[src/rtl/pc_gen_bpu.sv]
// pc_gen_bpu -- registered next-PC generator with a direct-mapped BTB.
//
// Drives the IF fetch address. Each BTB entry holds a valid bit, a tag, a
// target and a 2-bit saturating counter. The fetch PC is looked up in the BTB
// combinationally. EX-stage control transfers are resolved combinationally.
// On a mispredict the pipe is flushed and the PC is redirected. The resolved
// outcome then trains the BTB.
//
// Ports:
//   clk, rst_n          clock, asynchronous active-low reset
//   stall_i             hold the PC (IF/ID stall); a mispredict overrides it
//   pc_o                current fetch PC
//   pred_taken_o        prediction for pc_o
//   pred_target_o       predicted next PC for pc_o
//   ex_*_i              resolution inputs from the EX stage
//   flush_o             squash IF/ID (combinational, equals mispredict)
//   branch_cnt_o        resolved control-transfer count
//   mispred_cnt_o       mispredict count
module pc_gen_bpu #(
  parameter int              XLEN        = 32,
  parameter logic [XLEN-1:0] RESET_PC    = '0,
  parameter int              BTB_ENTRIES = 16,
  parameter bit              PREDICT_EN  = 1'b1,
  parameter int              CNT_W       = 32
) (
  input  logic             clk,
  input  logic             rst_n,
  input  logic             stall_i,
  output logic [XLEN-1:0]  pc_o,
  output logic             pred_taken_o,
  output logic [XLEN-1:0]  pred_target_o,
  input  logic             ex_valid_i,
  input  logic             ex_jal_i,
  input  logic             ex_jalr_i,
  input  logic             ex_branch_i,
  input  logic             ex_cond_i,
  input  logic [XLEN-1:0]  ex_pc_i,
  input  logic [XLEN-1:0]  ex_pc_imm_i,
  input  logic [XLEN-1:0]  ex_rs1_imm_i,
  input  logic             ex_pred_taken_i,
  input  logic [XLEN-1:0]  ex_pred_target_i,
  output logic             flush_o,
  output logic [CNT_W-1:0] branch_cnt_o,
  output logic [CNT_W-1:0] mispred_cnt_o
);

  localparam int IDX_W = $clog2(BTB_ENTRIES);
  localparam int TAG_W = XLEN - IDX_W - 2;
  localparam logic [XLEN-1:0] FOUR = XLEN'(4);

  logic [XLEN-1:0]  pc_q, pc_d;
  logic             btb_valid_q [BTB_ENTRIES];
  logic             btb_valid_d [BTB_ENTRIES];
  logic [TAG_W-1:0] btb_tag_q   [BTB_ENTRIES];
  logic [TAG_W-1:0] btb_tag_d   [BTB_ENTRIES];
  logic [XLEN-1:0]  btb_tgt_q   [BTB_ENTRIES];
  logic [XLEN-1:0]  btb_tgt_d   [BTB_ENTRIES];
  logic [1:0]       btb_ctr_q   [BTB_ENTRIES];
  logic [1:0]       btb_ctr_d   [BTB_ENTRIES];
  logic [CNT_W-1:0] branch_cnt_q, branch_cnt_d;
  logic [CNT_W-1:0] mispred_cnt_q, mispred_cnt_d;

  // Fetch-side lookup: reads pre-update contents, no bypass from EX training.
  logic [IDX_W-1:0] lk_idx;
  logic [TAG_W-1:0] lk_tag;
  logic             lk_hit;

  assign lk_idx = pc_q[IDX_W+1:2];
  assign lk_tag = pc_q[XLEN-1:IDX_W+2];
  assign lk_hit = btb_valid_q[lk_idx] && (btb_tag_q[lk_idx] == lk_tag);

  assign pc_o          = pc_q;
  assign pred_taken_o  = PREDICT_EN && lk_hit && btb_ctr_q[lk_idx][1];
  assign pred_target_o = pred_taken_o ? btb_tgt_q[lk_idx] : pc_q + FOUR;

  // EX-stage resolution.
  logic            ctl, act_taken, mispred;
  logic [XLEN-1:0] act_tgt, act_next;

  always_comb begin
    // NOTE: every signal gets a default before any branch so no latch is inferred.
    ctl       = ex_valid_i && (ex_jal_i || ex_jalr_i || ex_branch_i);
    act_taken = ex_jal_i || ex_jalr_i || (ex_branch_i && ex_cond_i);
    act_tgt   = ex_pc_imm_i;
    if (ex_jalr_i && !ex_jal_i) act_tgt = ex_rs1_imm_i & ~XLEN'(1);
    act_next  = act_taken ? act_tgt : ex_pc_i + FOUR;
    mispred   = ctl && ((act_taken != ex_pred_taken_i) ||
                        (act_taken && (act_tgt != ex_pred_target_i)));
  end

  assign flush_o = mispred;

  // Next PC: a redirect beats a stall.
  always_comb begin
    pc_d = pc_q;
    if (mispred)       pc_d = act_next;
    else if (!stall_i) pc_d = pred_target_o;
  end

  // BTB training, indexed by the EX PC.
  logic [IDX_W-1:0] up_idx;
  logic [TAG_W-1:0] up_tag;
  logic             up_hit;

  assign up_idx = ex_pc_i[IDX_W+1:2];
  assign up_tag = ex_pc_i[XLEN-1:IDX_W+2];
  assign up_hit = btb_valid_q[up_idx] && (btb_tag_q[up_idx] == up_tag);

  always_comb begin
    btb_valid_d = btb_valid_q;
    btb_tag_d   = btb_tag_q;
    btb_tgt_d   = btb_tgt_q;
    btb_ctr_d   = btb_ctr_q;
    if (ctl && PREDICT_EN) begin
      if (up_hit) begin
        if (act_taken) begin
          if (btb_ctr_q[up_idx] != 2'b11) btb_ctr_d[up_idx] = btb_ctr_q[up_idx] + 2'b01;
          btb_tgt_d[up_idx] = act_tgt;
        end else if (btb_ctr_q[up_idx] != 2'b00) begin
          btb_ctr_d[up_idx] = btb_ctr_q[up_idx] - 2'b01;
        end
      end else if (act_taken) begin
        // Miss on a taken transfer: allocate, evicting any alias, weakly taken.
        btb_valid_d[up_idx] = 1'b1;
        btb_tag_d[up_idx]   = up_tag;
        btb_tgt_d[up_idx]   = act_tgt;
        btb_ctr_d[up_idx]   = 2'b10;
      end
    end
  end

  // Performance counters wrap naturally and ignore stalls.
  always_comb begin
    branch_cnt_d  = branch_cnt_q + CNT_W'(ctl);
    mispred_cnt_d = mispred_cnt_q + CNT_W'(mispred);
  end

  assign branch_cnt_o  = branch_cnt_q;
  assign mispred_cnt_o = mispred_cnt_q;

  // NOTE: state updates use non-blocking assignments so all flops sample together.
  always_ff @(posedge clk or negedge rst_n) begin
    if (!rst_n) begin
      pc_q          <= RESET_PC;
      branch_cnt_q  <= '0;
      mispred_cnt_q <= '0;
      // NOTE: the BTB is built from flops and must be reset, because a stale
      // valid bit would predict a bogus target straight out of reset.
      for (int i = 0; i < BTB_ENTRIES; i++) begin
        btb_valid_q[i] <= 1'b0;
        btb_tag_q[i]   <= '0;
        btb_tgt_q[i]   <= '0;
        btb_ctr_q[i]   <= 2'b01;
      end
    end else begin
      pc_q          <= pc_d;
      branch_cnt_q  <= branch_cnt_d;
      mispred_cnt_q <= mispred_cnt_d;
      btb_valid_q   <= btb_valid_d;
      btb_tag_q     <= btb_tag_d;
      btb_tgt_q     <= btb_tgt_d;
      btb_ctr_q     <= btb_ctr_d;
    end
  end

endmodule

[config.mk]
export PLATFORM = sky130hd
export DESIGN_NAME = pc_gen_bpu
export DESIGN_NICKNAME = d
export VERILOG_FILES = /design/src/rtl/pc_gen_bpu.sv
export SDC_FILE = /design/constraint.sdc
export NUM_CORES = 2
export LEC_CHECK = 0
export ABC_AREA = 1
export CORE_MARGIN = 2
export CORE_UTILIZATION = 40
export DETAILED_ROUTE_END_ITERATION = 10
export GPL_TIMING_DRIVEN = 0
export PLACE_DENSITY_LB_ADDON = 0.2
export SYNTH_ARGS = -nofsm -noshare
export SYNTH_HDL_FRONTEND = slang
export SYNTH_SLANG_ARGS = --single-unit
[constraint.sdc]
create_clock -name clk -period 3.8 [get_ports clk]
set_input_delay 0.38 -clock clk [delete_from_list [all_inputs] [get_ports clk]]
set_output_delay 0.38 -clock clk [all_outputs]
set_load 0.02 [all_outputs]
Yosys cells after proc, flatten, opt, wreduce, memory -nomap -nowiden
Index checks and enable logic that the tools add are counted.
- flip-flop bits (word level): 1072
- input bits: 137
- output and inout bits: 130
- word-level logic and storage cells: 153
- add/sub/neg operators: 6
- $lt $le $gt $ge: 3
- equality and inequality tests: 7
- multiplexer cells: 43
- bitwise operators: 7
- reductions and logical operators: 20
- operator list (kind ; count):
    $bwmux W512 ; 1
    $bwmux W416 ; 1
    $mux W32 ; 13
    $bmux W26 S4 ; 2
    $mux W26 ; 5
    $bmux W32 S4 ; 1
    $demux W32 S4 ; 1
    $demux W26 S4 ; 1
    $add A32 B1 Y32 ; 2
    $add A32 B3 Y32 const B ; 2
    $bwmux W32 ; 2
    $eq A26 B26 Y1 ; 2
    $ne A32 B32 Y1 ; 1
    $or A16 B16 Y16 ; 2
    $and A16 B16 Y16 ; 1
    $bmux W2 S4 ; 2
    $not A16 Y16 ; 1
    $ge A5 B5 Y1 const B ; 2
    $mux W2 ; 5
    $not A4 Y5 ; 2
    $logic_and A1 B1 Y1 ; 9
    $bmux W1 S4 ; 2
    $demux W2 S4 ; 1
    $reduce_bool A2 Y1 ; 3
    other kinds (15) ; 22

Logic depth before layout (Yosys ltp)
- word-level depth: 10
- depth in mapped cells: 31

Worst setup path before layout
Ideal clock, no wire load.
- path kind: in2reg
- from: input port ex_jal_i
- to: register mispred_cnt_q[30], in the netlist mispred_cnt_o[30]
- arrival: 4.233 ns
- data required time: 3.671 ns
- setup slack: -0.563 ns
- stages: 29
- buffers on the path: 2
- cell sequence: inv_1 -> nand2_2 -> o21ai_1 -> inv_1 -> clkbuf_1 -> o22ai_1 -> nor3_1 -> nand4_1 -> nor2_1 -> nand2_1 -> nand2_1 -> inv_1 -> buf_1 -> ha_1 -> ha_1 -> nand3_1 -> nor2_1 -> nand2_1 -> inv_1 -> nand3_1 -> nor2_1 -> nand2_1 -> nor2_1 -> nand3_1 -> nor2_1 -> nand2_1 -> nor2_1 -> nand3_1 -> xnor2_1
- longest elaborated chain between the ends: 8
- elaborated cells on any way between the ends: 13
- ends and longest elaborated chain (element ; line ; text):
    start: declaration ; 33 ; input logic ex_jal_i,
    $logic_not A1 Y1 ; 85 ; if (ex_jalr_i && !ex_jal_i) act_tgt = ex_rs1_imm_i & ~XLEN'(1);
    $logic_and A1 B1 Y1 ; 85 ;
    $mux W32 ; 85 ;
    $ne A32 B32 Y1 ; 88 ; (act_taken && (act_tgt != ex_pred_target_i)));
    $logic_and A1 B1 Y1 ; 88 ;
    $logic_or A1 B1 Y1 ; 87 ; mispred = ctl && ((act_taken != ex_pred_taken_i) ||
    $logic_and A1 B1 Y1 * ; 87 ;
    named net flush_o ; 42 ; output logic flush_o,
    $add A32 B1 Y32 * ; 135 ; mispred_cnt_d = mispred_cnt_q + CNT_W'(mispred);
    named net mispred_cnt_d[30] ; 61 ; logic [CNT_W-1:0] mispred_cnt_q, mispred_cnt_d;
    end signal: assignment ; 158 ; mispred_cnt_q <= mispred_cnt_d;
    end: declaration ; 61 ;
The timed path passes the listed nets; every way through them passes the cells marked *.
A chain may end at the register's enable or synchronous reset.

Worst setup path in the final report
- from: register pc_q[4], in the netlist pc_o[4]
- to: output port pred_target_o[30]
- longest elaborated chain between the ends: 8
- elaborated cells on any way between the ends: 18
- ends and longest elaborated chain (element ; line ; text):
    start: declaration ; 51 ; logic [XLEN-1:0] pc_q, pc_d;
    start signal: assignment ; 156 ; pc_q <= pc_d;
    $not A4 Y5 (implied by the code) ; 70, 73, 74 ;
    $bmux W26 S4 ; 70 ; assign lk_hit = btb_valid_q[lk_idx] && (btb_tag_q[lk_idx] == lk_tag);
    $mux W26 (implied by the code) (2 in a row) ; 70 ;
    $eq A26 B26 Y1 ; 70 ;
    $logic_and A1 B1 Y1 ; 70 ;
    $logic_and A1 B1 Y1 ; 73 ; assign pred_taken_o = PREDICT_EN && lk_hit && btb_ctr_q[lk_idx][1];
    $mux W32 * ; 74 ; assign pred_target_o = pred_taken_o ? btb_tgt_q[lk_idx] : pc_q + FOUR;
    end: declaration ; 31 ; output logic [XLEN-1:0] pred_target_o,
Every way passes the cells marked *; elsewhere a longest branch is shown, timed or not. The select of a mux whose other input is x is not followed.

==> impl_metrics.json <==
{
  "status": "complete, but fails checks",
  "failed_checks": "max-capacitance violations, max-slew violations, negative setup slack",
  "cts_tree": "built",
  "fillerInstances": 14579,
  "grt-ovfl-total": 0,
  "peakVddDrop_uv": 405.0,
  "dieArea_sq_mm": 0.1502,
  "grt_max_degree": 178,
  "placed_area_sq_mm": 0.06420,
  "cp_data_required_time_ps": 3420,
  "start_util_pct": 40.32,
  "synth_edf_count": 0,
  "slew_viol_final": 11,
  "cp-end-kind": "output pin",
  "register_area_sq_mm": 0.02686,
  "place_hpwl_mm": 277.3,
  "design_area_sq_mm": 0.07425,
  "rr_startpoint": "pc_o[4]",
  "fin_ws_ps": -737.1,
  "rsz0062_at_grt": "yes",
  "drt_wl_total_mm": 384.8,
  "cts_sinks": 1072,
  "synth_top_family_by_area": "simple AND/OR/NAND/NOR gates",
  "syn2layout_area_growth_pct": 26.20,
  "use_met3_pct": 25.54,
  "worst_pin_slew_ps": 1657,
  "min_path_type": "primary input to asynchronous set/reset pin",
  "rr_worst_depth": 21,
  "fp.dieH_um": 387.5,
  "clkLatencyLatePin_ps": 820,
  "grt_usage_pct": 49.80,
  "use_met2_pct": 62.50,
  "fmax_ghz": 0.2204,
  "synth_seq_cells": 1072,
  "synth_compound_area_share_pct": 16.05,
  "port_buffers": 260,
  "worstSetupPathType": "register to output pin",
  "post_drt_wl_per_cell_um": 35.74,
  "die-width_um": 387.5,
  "finClkSkew_ps": 52.69,
  "io_pins": 267,
  "viasPerCell": 6.297,
  "synth_top_area_cell": "dfrtp_1",
  "gp_congestion": 1.086,
  "grt-busiest-layer": "met1",
  "nNetsFinal": 8869,
  "use_met1_pct": 67.09,
  "synth.distinct_cells": 50,
  "synthTopCellsByCount": "2469 x nand2_1, 1056 x dfrtp_1, 991 x o21ai_0",
  "synth_fa_ha_area_share_pct": 0.2339,
  "drtAntennaViolNets": 0,
  "total_power_w": 0.04528,
  "drc_errors": 0,
  "muxShareOfSynthArea_pct": 0.7273,
  "cts-root-buf": "clkbuf_16",
  "cts.path.max_buffers": 3,
  "synth-simple-area-share_pct": 25.86,
  "antenna_found_initial": 49,
  "syn-num-nets": 8351,
  "synth-xor-area-share_pct": 1.772,
  "maxCapViolCount": 1,
  "r2r_end": "pc_o[31]",
  "clk_pin_slew_ps": 60,
  "hold_violations": 0,
  "drt_first_pass_iters": 9,
  "synth_flop_cell": "dfrtp_1",
  "syn_area_sq_mm": 0.05883,
  "synth.area.top_cells": "dfrtp_1 45%, nand2_1 16%, o21ai_0 8.4%",
  "grt_pass1_wl_mm": 514.1,
  "first_iter_violations": 11898,
  "drive_gt1_share_pct": 13.91,
  "crit_end": "pred_target_o[30]",
  "ys_warn_count": 0,
  "num_rows": 140,
  "fin_crit_ps": 4537,
  "core_area_sq_mm": 0.1459,
  "worstPathArrival_ps": 4160,
  "period_share_pct": 119.4,
  "synthCells": 8203,
  "yosysMostFrequentCell": "nand2_1",
  "multi_input_area_sq_mm": 0.02861,
  "max-slew-margin-rel_pct": -10.46,
  "yosysTopAreaCellShare_pct": 44.92,
  "power_density_mw_per_mm2": 609.8,
  "cts_buffers": 133,
  "async_flop_share_pct": 100.0,
  "cp_max_fo": 10,
  "r2r_slack_ps": -100,
  "critPathLaunchType": "register",
  "syn_avg_cell_area_sq_um": 7.172,
  "finalSetupViolCount": 313,
  "htree_levels": 4,
  "leakage_nw": 35.47,
  "ys_seq_area_share_pct": 45.63,
  "grt_pass1_vias": 61105,
  "crit_start": "pc_o[4]",
  "dr_total_vias": 67800
}
## registers in the layout (all words and copies together), names as in the netlist
register	cells
pc_o	32
btb_ctr_q	32
btb_valid_q	16
mispred_cnt_o	32
btb_tgt_q	512
btb_tag_q	416
branch_cnt_o	32
## stage by stage
step / TNS, ps / hold WS, ps / utilization [%] / worst slack (ps) / cells
after global routing: -18460 / 183.8 / 50.85 / -670.3 / 10745
final: -31170 / 135.2 / 50.89 / -737.1 / 10767
after global placement: - / 458.2 / 43.79 / -49680 / 10380
after floorplan: 0 / 84.41 / - / 25.26 / 8203
after CTS: -155930 / 182.3 / 49.57 / -514.7 / 10676
after detailed placement: -2269060 / 334.2 / 44.00 / -3207 / 10391
## metal layers
metal / routed length [um] / up-vias
met5: 621 / -
met4: 28180 / 34
met3: 67830 / 1264
met2: 140500 / 6009
met1: 147700 / 33010
li1: - / 27483
## kinds of logic after synthesis
family                     Yosys count
AOI/OAI and AO/OA                 1766
xor gates and xnor gates           119
adders and majority gates           11
buffers and inverters             1445
DFF                               1072
muxes                               38
and+or+nand+nor                   3752
## final cells by class
class                           instances  share of cell area (%)
Clock inverter                         53                   1.139
Antenna cell                           29                 0.09774
Inverter                              882                   4.521
Clock buffer                          182                   5.070
Timing Repair Buffer                  382                   5.350
Buffer                                563                   5.884
Multi-Input combinational cell       5687                   38.54
Tap cell                             1917                   3.230
Sequential cell                      1072                   36.17
## power breakdown
part           internal (W)  switching [W]  total, W
registers            0.0140        0.00165    0.0156
clock network       0.00809        0.00579    0.0139
logic               0.00484         0.0109    0.0158
## layout by cell type (no fill, tap or decap), drive strengths merged, types with 16 or more instances in the layout
cell type / n
nand2: 2478
o21ai: 1074
dfrtp: 1056
inv: 867
nand3: 622
clkbuf: 538
nor2: 517
a21oi: 407
buf: 364
clkdlybuf4s50: 219
a31oi: 117
xor2: 86
o211ai: 76
nand4: 53
clkinv: 47
nor3: 46
mux2: 38
xnor2: 33
diode: 29
o21a: 28
a21boi: 23
dfstp: 16
bufinv: 16
a311oi: 16
## worst max-delay path: stages, from the launching register on
cell and delay, ps:
dfrtp_4 620, clkinv_4 220, clkbuf_4 410, nand3_1 240
nand3_4 250, nand3_1 220, nand2_2 60, nor2_2 130
nand3_2 100, nor2_4 180, nand2_4 80, buf_8 140
clkinvlp_4 110, buf_12 150, nand2_2 60, and2_4 220
buf_6 140
## what timing repair did
item,CTS,global route
buffers inserted,46,59
resized for setup,1141,508
pin swaps,65,84
hold buffers,1,0
setup endpoints to repair,1069,994
hold endpoints to repair,85,0
gates cloned,3,3
## worst min-delay path by stage
stage	from	endpoint	slack [ps]
6_report	rst_n	btb_tag_q[249]	140
3_5_place_dp	rst_n	btb_tag_q[249]	330
3_3_place_gp	branch_cnt_o[31]	branch_cnt_o[31]	460
4_1_cts	rst_n	btb_tag_q[249]	180
2_1_floorplan	rst_n	branch_cnt_o[0]	80
5_1_grt	rst_n	btb_tag_q[249]	180
(Power assumes the default switching activity.)
